### src/rtl/pll_pkg.sv
// Shared types and default widths for the digital PLL phase path.
package pll_pkg;

  // Phase detector state encoding.
  typedef enum logic [1:0] {
    IDLE     = 2'd0,
    REF_LEAD = 2'd1,
    FB_LEAD  = 2'd2
  } pfd_state_e;

  // Default phase counter magnitude width and the signed error width it implies.
  localparam int unsigned CNT_WIDTH_DEF = 16;
  localparam int unsigned ERR_WIDTH_DEF = CNT_WIDTH_DEF + 1;

endpackage

### src/rtl/sync_edge_detect.sv
// Two-flop synchronizer for an asynchronous clock-like input plus a rising-edge strobe.
module sync_edge_detect (
  input  logic clk_in,
  input  logic rst_n,
  input  logic async_i,
  output logic rise_c_o
);

  logic s1_q, s2_q, s3_q;

  // Synchronizer chain; the third stage only exists to detect the edge.
  always_ff @(posedge clk_in or negedge rst_n) begin
    if (!rst_n) begin
      s1_q <= 1'b0;
      s2_q <= 1'b0;
      s3_q <= 1'b0;
    end else begin
      s1_q <= async_i;
      s2_q <= s1_q;
      s3_q <= s2_q;
    end
  end

  // Rising edges only; falling edges carry no phase information here.
  assign rise_c_o = s2_q & ~s3_q;

endmodule

### src/rtl/digital_pfd.sv
// Sampled phase-frequency detector: measures ref/fb edge offset in clk_in cycles and tracks lock.
module digital_pfd
  import pll_pkg::*;
#(
  parameter int unsigned CNT_WIDTH  = CNT_WIDTH_DEF,
  parameter int unsigned LOCK_TOL   = 2,
  parameter int unsigned LOCK_COUNT = 8
) (
  input  logic                 clk_in,
  input  logic                 rst_n,
  input  logic                 ref_in,
  input  logic                 fb_in,
  output logic                 up,
  output logic                 dn,
  output logic [CNT_WIDTH:0]   phase_err,
  output logic                 err_valid,
  output logic                 cycle_slip,
  output logic                 locked
);

  localparam int unsigned ERR_W = CNT_WIDTH + 1;
  localparam int unsigned LCW   = $clog2(LOCK_COUNT + 1);

  logic rise_ref, rise_fb;

  sync_edge_detect u_sync_ref (
    .clk_in   (clk_in),
    .rst_n    (rst_n),
    .async_i  (ref_in),
    .rise_c_o (rise_ref)
  );

  sync_edge_detect u_sync_fb (
    .clk_in   (clk_in),
    .rst_n    (rst_n),
    .async_i  (fb_in),
    .rise_c_o (rise_fb)
  );

  pfd_state_e           state_q, state_d;
  logic [CNT_WIDTH-1:0] cnt_q, cnt_d, cnt_inc;
  logic [ERR_W-1:0]     err_q, err_d;
  logic                 ev_q, ev_d;
  logic                 slip_q, slip_d;
  logic                 up_q, up_d;
  logic                 dn_q, dn_d;
  logic [LCW-1:0]       lock_cnt_q, lock_nxt;
  logic                 locked_q;
  logic [ERR_W-1:0]     err_mag;
  logic                 in_tol;

  // Saturating cycle counter increment.
  assign cnt_inc = (cnt_q == {CNT_WIDTH{1'b1}}) ? cnt_q : cnt_q + CNT_WIDTH'(1);

  // Next-state and measurement decode; up/dn follow the state being entered.
  always_comb begin
    state_d = state_q;
    cnt_d   = cnt_q;
    err_d   = err_q;
    ev_d    = 1'b0;
    slip_d  = 1'b0;
    unique case (state_q)
      IDLE: begin
        if (rise_ref && rise_fb) begin
          ev_d  = 1'b1;
          err_d = '0;
        end else if (rise_ref) begin
          state_d = REF_LEAD;
          cnt_d   = CNT_WIDTH'(1);
        end else if (rise_fb) begin
          state_d = FB_LEAD;
          cnt_d   = CNT_WIDTH'(1);
        end
      end
      REF_LEAD: begin
        if (rise_fb) begin
          ev_d    = 1'b1;
          err_d   = ERR_W'(cnt_q);
          state_d = IDLE;
        end else if (rise_ref) begin
          slip_d = 1'b1;
          cnt_d  = CNT_WIDTH'(1);
        end else begin
          cnt_d = cnt_inc;
        end
      end
      FB_LEAD: begin
        if (rise_ref) begin
          ev_d    = 1'b1;
          err_d   = ERR_W'(0) - ERR_W'(cnt_q);
          state_d = IDLE;
        end else if (rise_fb) begin
          slip_d = 1'b1;
          cnt_d  = CNT_WIDTH'(1);
        end else begin
          cnt_d = cnt_inc;
        end
      end
      default: state_d = IDLE;
    endcase
    up_d = (state_d == REF_LEAD);
    dn_d = (state_d == FB_LEAD);
  end

  // Detector state and registered outputs.
  always_ff @(posedge clk_in or negedge rst_n) begin
    if (!rst_n) begin
      state_q <= IDLE;
      cnt_q   <= '0;
      err_q   <= '0;
      ev_q    <= 1'b0;
      slip_q  <= 1'b0;
      up_q    <= 1'b0;
      dn_q    <= 1'b0;
    end else begin
      state_q <= state_d;
      cnt_q   <= cnt_d;
      err_q   <= err_d;
      ev_q    <= ev_d;
      slip_q  <= slip_d;
      up_q    <= up_d;
      dn_q    <= dn_d;
    end
  end

  // Error magnitude never reaches the most negative code, so negation cannot overflow.
  assign err_mag  = err_q[ERR_W-1] ? (ERR_W'(0) - err_q) : err_q;
  assign in_tol   = (err_mag <= ERR_W'(LOCK_TOL));
  assign lock_nxt = (lock_cnt_q >= LCW'(LOCK_COUNT)) ? lock_cnt_q : lock_cnt_q + LCW'(1);

  // Lock qualifier driven by the registered comparison results.
  always_ff @(posedge clk_in or negedge rst_n) begin
    if (!rst_n) begin
      lock_cnt_q <= '0;
      locked_q   <= 1'b0;
    end else if (slip_q || (ev_q && !in_tol)) begin
      lock_cnt_q <= '0;
      locked_q   <= 1'b0;
    end else if (ev_q) begin
      lock_cnt_q <= lock_nxt;
      locked_q   <= (lock_nxt == LCW'(LOCK_COUNT));
    end
  end

  assign up         = up_q;
  assign dn         = dn_q;
  assign phase_err  = err_q;
  assign err_valid  = ev_q;
  assign cycle_slip = slip_q;
  assign locked     = locked_q;

endmodule

### config.mk
export PLATFORM = sky130hd
export DESIGN_NAME = digital_pfd
export DESIGN_NICKNAME = d
export VERILOG_FILES = /design/src/rtl/pll_pkg.sv /design/src/rtl/sync_edge_detect.sv /design/src/rtl/digital_pfd.sv
export SDC_FILE = /design/constraint.sdc
export NUM_CORES = 1
export LEC_CHECK = 0
export CORE_MARGIN = 2
export CORE_UTILIZATION = 40
export DETAILED_ROUTE_END_ITERATION = 6
export HOLD_SLACK_MARGIN = 0.1
export PLACE_DENSITY = 0.6
export SETUP_SLACK_MARGIN = 0.5
export SYNTH_ARGS = -nofsm -noshare
export SYNTH_HDL_FRONTEND = slang
export SYNTH_SLANG_ARGS = --single-unit
### constraint.sdc
create_clock -name clk_in -period 2.85 [get_ports clk_in]
set_clock_uncertainty 0.05 [all_clocks]
set_input_delay 0.7125 -clock clk_in [delete_from_list [all_inputs] [get_ports clk_in]]
set_output_delay 0.7125 -clock clk_in [all_outputs]
set_load 0.1 [all_outputs]
==> results of run 1 <==
-- sequential cells by signal, indices dropped and copies added (netlist names) --
signal,cells
u_sync_ref.s2_q,1
dn,1
u_sync_ref.s1_q,1
u_sync_fb.s2_q,1
u_sync_fb.s3_q,1
err_valid,1
u_sync_fb.s1_q,1
locked,1
cnt_q,16
lock_cnt_q,4
state_q,2
u_sync_ref.s3_q,1
up,1
cycle_slip,1
phase_err,17
-- layout make-up --
type,instances,share of cell area [%]
multi-input cells,285,50.4
flip-flops and latches,50,33.8
repair buffers,43,8.66
well taps,102,3.40
clock buffers,5,1.83
inverters,13,1.30
clock inverters,3,0.566
-- cells in the mapped netlist, drive strengths merged (9+ instances only) --
master  number
clkbuf      21
a22oi       10
o21ai       24
nor3        17
a21oi       15
nand4       10
nand2       40
dfrtp       50
xnor2        9
nor2        36
nand3       11
ha           9
inv         13
-- what timing repair did --
action / CTS / global route
setup buffers: 0 / 11
setup endpoints to repair: 5 / 35
pin swaps: 0 / 3
resized for setup: 2 / 18
-- worst paths after layout --
kind | depth (start not counted) | startpoint | endpoint
min | 0 | u_sync_ref.s1_q | u_sync_ref.s2_q
max | 6 | phase_err[3] | locked
max reg2reg | 6 | phase_err[3] | locked
max in group asynchronous | 2 | rst_n | cnt_q[4]
min in group asynchronous | 1 | rst_n | cycle_slip
min reg2reg | 0 | u_sync_ref.s1_q | u_sync_ref.s2_q
-- cells by family after synthesis --
kind of cell             Yosys count  synth area share (%)
flip-flops                        50                  38.9
buffers and inverters             39                  4.71
XOR/XNOR                          13                  3.54
AO/OA/AOI/OAI                     96                  21.4
multiplexers                       5                  1.60
adder cells (fa/ha/maj)            9                  3.50
AND/OR/NAND/NOR                  162                  26.4
-- stage by stage --
stage / power (mW) / cell area, um2 / hold slack (ns) / std cells / worst slack [ns]
final: 4.82 / 3760 / 0.305 / 501 / 0.581
after global routing: 5.16 / 3760 / 0.321 / 501 / 0.486
after CTS: 4.62 / 3600 / 0.306 / 490 / 0.506
after detailed placement: 4.17 / 3500 / 0.285 / 482 / 0.443
after global placement: 4.14 / 3500 / 0.283 / 482 / 0.487
after floorplan: 3.51 / 3240 / 0.281 / 374 / 0.509
-- report_power, final --
group          leakage, nW  internal, mW  switching, mW
sequential           0.652         0.882          0.305
combinational        0.862          1.12           2.11
clock               0.0441         0.173          0.238
-- metal layers --
metal  wire length, um  share of wire (%)
met5                 0                  0
met4               138                1.7
met3               332                4.2
met2              3770                 47
met1              3730                 47
==> metrics, run 1 <==
Fill cells=767; Hold WC Path Type=reg -> reg; Core Area=between 7000 and 8000 um2; H-tree levels=2; post-synthesis sequential area ratio=around two fifths; global-route wire length before repair=between 10,000 and 15,000 um; Vias/cell=5.80; total die area=between 8000 and 9000 um2; WS Path Type=reg -> reg; FMAX=441 MHz; Data required, critical path=between 3 and 4 ns; layout cells sized above 1=21.3%; met3 track demand over resource=under 10%; RSZ-0062 raised after global routing=yes; Die Wd=roughly 94 um; Worst setup SP type=register; CTS hold repair buffers=0; gr ovfl total=0; GR Util met2=roughly 30%; YS warnings=0; CTS tree=yes; Port Buffers=25; Crit path buffers/inverters=0; M1 GR Usage=between 20% and 30%; Seq cells post-synth=50; syn nets=slightly below 400; gate count after technology mapping=374; Post-layout nets=411; CTS clk-pin slew, worst paths=approximately 0.10 ns; most common cell after layout, fill and taps aside=buf_4; mean post-synth cell area=8.59 um2; RD Place Congestion=approximately 0.89; headroom to the max-slew limit=around 55%; TritonRoute pass-1 iters=5; total global-route track usage=a little under a fifth; fin. max-slew vios=0; slowest CP cell=or4_1; Worst-Margin Slew=roughly 0.67 ns; outcome=completed; worst vdd ir=0.000386 V; remaining routing DRC violations=0; # clock sinks=50; Layout area overhead=16.9%; kind of capture point of the worst setup path=register; share of flip-flops with an asynchronous set or reset=100%; # setup viols final=0; clock buffer depth=2; Worst Path Arrival=~2.4 ns; area of the multi-input gates=around 1900 um2; number of global-route vias before repair=roughly 2,600; CP Cell Sequence=or4_1, nor4_2, o22ai_2, a2111oi_4, nand2_2, o31ai_2; antenna-violating nets left=0; Top FF cell, synth=dfrtp_1; vias=2,905; Chip Height=93.6 um; Largest delay share family, worst path=simple AND/OR/NAND/NOR gates; io pins=26; wire per inst=15.9 um; WL final=between 7000 and 8000 um; most frequent cells in the layout=buf_4 (40), dfrtp_1 (39), nand2_1 (38); initial antenna violation count=0; pwr/cell area=1280 nW/um2; Netlist cell types=roughly 60; period utilization=about four fifths; detailed placement HPWL=between 5000 and 6000 um; Root Buffer=clkbuf_8; reg2reg setup slack=0.58 ns; Post-synth EDFFs=0; total of max-cap violations=0; number of diodes=0; Lkg Pwr=about 1.6 nW; initial DRC count=239; CTS Buf Count=5; mapped cell area=approximately 3200 um2; cell taking the most area after synthesis=dfrtp_1; CP max FO=5; top-area cell type share of the netlist area=between 30% and 40%; fin crit period=roughly 2.3 ns; Hold Violations, Final=0; Crit path largest cell delay=about 0.55 ns; Reg area=around 1300 um2; Starting Density=41.4%; GRT Max-Usage Layer=met2; largest net degree at the start of global routing=24; # rows=32; final core utilization=between 40% and 50%; clock latency on the worst-skew pair=about 0.30 ns; Sum Neg Setup Slack=0 ns; top post-synthesis cells by area=dfrtp_1 (39%), nand2_1 (4.6%), nor2_1 (4.2%)
Note: power is estimated with default switching activity, not from simulation.
==> run 2, diff against run 1 <==
==> constraint.sdc (replaced) <==
create_clock -name clk_in -period 2.3 [get_ports clk_in]
set_clock_uncertainty 0.05 [all_clocks]
set_input_delay 0.575 -clock clk_in [delete_from_list [all_inputs] [get_ports clk_in]]
set_output_delay 0.575 -clock clk_in [all_outputs]
set_load 0.1 [all_outputs]
==> metrics, run 2 (same netlist as run 1, synthesis figures left out) <==
outcome=completed (unchanged); Fill cells=611 (was 767); WS Path Type=reg -> reg (unchanged); fin crit period=2.24 ns (was 2.27 ns); pwr/cell area=1510 nW/um2 (was 1280 nW/um2); CP max FO=5 (unchanged); final core utilization=63.8% (was 48.4%); fin. max-slew vios=0 (unchanged); WL final=9830 um (was 7970 um); clock buffer depth=2 (unchanged); RD Place Congestion=0.844 (was 0.889); combinational power share=72.1% (was 66.9%); clock group share of total power=8.3% (was 8.5%); max reg flops=17 (unchanged); Data required, critical path=2.47 ns (was 3.02 ns); Starting Density=41.4% (unchanged); worst vdd ir=0.000519 V (was 0.000386 V); io pins=26 (unchanged); headroom to the max-slew limit=55.5% (was 55.3%); placed cells=501 (was 482); total of max-cap violations=0 (unchanged); initial DRC count=140 (was 239); NetSw=3.81 mW (was 2.65 mW); CTS Buf Count=5 (unchanged); vias=3,299 (was 2,905); H-tree levels=2 (unchanged); TritonRoute pass-1 iters=5 (unchanged); Reg power frac=19.5% (was 24.6%); CTS clk-pin slew, worst paths=0.09 ns (was 0.10 ns); initial antenna violation count=0 (unchanged); layout cells sized above 1=49.0% (was 21.3%); number of diodes=0 (unchanged); clock latency on the worst-skew pair=0.30 ns (about the same); Worst setup SP type=register (unchanged); Hold WC Path Type=in -> async (was reg -> reg); Hold Violations, Final=0 (unchanged); Layout area overhead=54.2% (was 16.9%); Sum Neg Setup Slack=0 ns (unchanged); total global-route track usage=22.1% (was 18.4%); Port Buffers=25 (unchanged); Hold Slack=0.172 ns (was 0.305 ns); FMAX=447 MHz (was 441 MHz); # clock sinks=50 (unchanged); Root Buffer=clkbuf_8 (unchanged); CTS tree=yes (unchanged); Worst-Margin Slew=0.662 ns (was 0.670 ns); detailed placement HPWL=6060 um (was 5750 um); Core Area=7770 um2 (unchanged); period utilization=97.3% (was 79.6%); most common cell after layout, fill and taps aside=buf_4 (unchanged); # rows=32 (unchanged); most frequent cells in the layout=buf_4 (71), dfrtp_1 (31), nand2_1 (30), nor2_1 (30), buf_6 (22) (was buf_4 (40), dfrtp_1 (39), nand2_1 (38)); Die Wd=93.6 um (unchanged); gr ovfl total=0 (unchanged); Lkg Pwr=2.05 nW (was 1.56 nW); Vias/cell=5.84 (was 5.80); largest net degree at the start of global routing=24 (unchanged); RSZ-0062 raised after global routing=yes (unchanged); antenna-violating nets left=0 (unchanged); total die area=8770 um2 (unchanged); # setup viols final=0 (unchanged); Worst Path Arrival=2.41 ns (was 2.44 ns); global-route wire length before repair=15,500 um (was 13,000 um); Int Power=3.66 mW (was 2.17 mW); kind of capture point of the worst setup path=register (unchanged); number of global-route vias before repair=3,134 (was 2,580); Finished Layout Cells=565 (was 501); Chip Height=93.6 um (unchanged); Post-layout nets=475 (was 411); wire per inst=17.4 um (was 15.9 um); remaining routing DRC violations=0 (unchanged); Net Sw Frac=51.0% (was 54.9%)
[run 2: changes by cell type in the layout (fill, tap and decap cells not counted), sizes merged]
cell,previous run,this run
buf,41,103
bufinv,0,1
clkbuf,5,6
clkinvlp,1,0
nand2,40,41
[run 2: critical path: stages, from the launching register on]
cell	delay [ns]
dfrtp_4	0.51
or4_4	0.55
nor4_4	0.17
o22ai_2	0.12
a2111oi_4	0.41
nand2_2	0.13
o31ai_2	0.21
[run 2: final cells by class]
type                    count  area [um2]  share of cell area, %
inverters                  13        48.8                  0.984
well taps                 102         128                   2.57
repair buffers            106         971                   19.6
clock inverters             3        40.0                  0.808
multi-input cells         286        2420                   48.8
flip-flops and latches     50        1280                   25.9
clock buffers               5        68.8                   1.39
[run 2: final timing paths]
path                                start              to  slack, ns  cells past startpoint
min in group clk_in        u_sync_fb.s1_q  u_sync_fb.s2_q       0.31                      0
hold reg to reg            u_sync_fb.s1_q  u_sync_fb.s2_q       0.31                      0
hold / removal                      rst_n   lock_cnt_q[1]       0.17                      1
setup reg to reg             phase_err[2]          locked       0.06                      6
max in group asynchronous           rst_n    phase_err[0]       1.47                      2
setup / recovery             phase_err[2]          locked       0.06                      6
[run 2: what timing repair did]
| action | CTS | global route |
|---|---|---|
| setup buffers | 36 | 19 |
| hold buffers | 0 | 0 |
| gates resized for setup | 83 | 55 |
| pin swaps | 45 | 41 |
| gates cloned | 0 | 1 |
| endpoints found under the setup margin | 39 | 45 |
[run 2: metrics by stage]
step                total power [mW]  area, um2  worst slack, ns
floorplan                       4.54       3440         -0.00617
global placement                5.44       3830           0.0519
detailed placement              5.47       3830           0.0104
CTS                             6.86       4560         -0.00323
global route                    7.93       4960          -0.0493
finish                          7.47       4960           0.0619
[run 2: layer usage]
layer	up-vias	track usage, %	routed length, um
met1	1648	28.5	4130
li1	1559	-	-
met5	-	0	0
met4	0	7.25	147
met3	12	2.90	318
met2	80	38.4	5230
[run 2: power groups by stage]
stage | Clock [mW] | Combinational (mW) | Sequential, mW
after floorplan | 0 | 2.18 | 2.36
after global placement | 0 | 3.97 | 1.47
after detailed placement | 0 | 4.00 | 1.47
after CTS | 0.636 | 4.77 | 1.46
after global routing | 0.668 | 5.75 | 1.51
final | 0.623 | 5.39 | 1.46
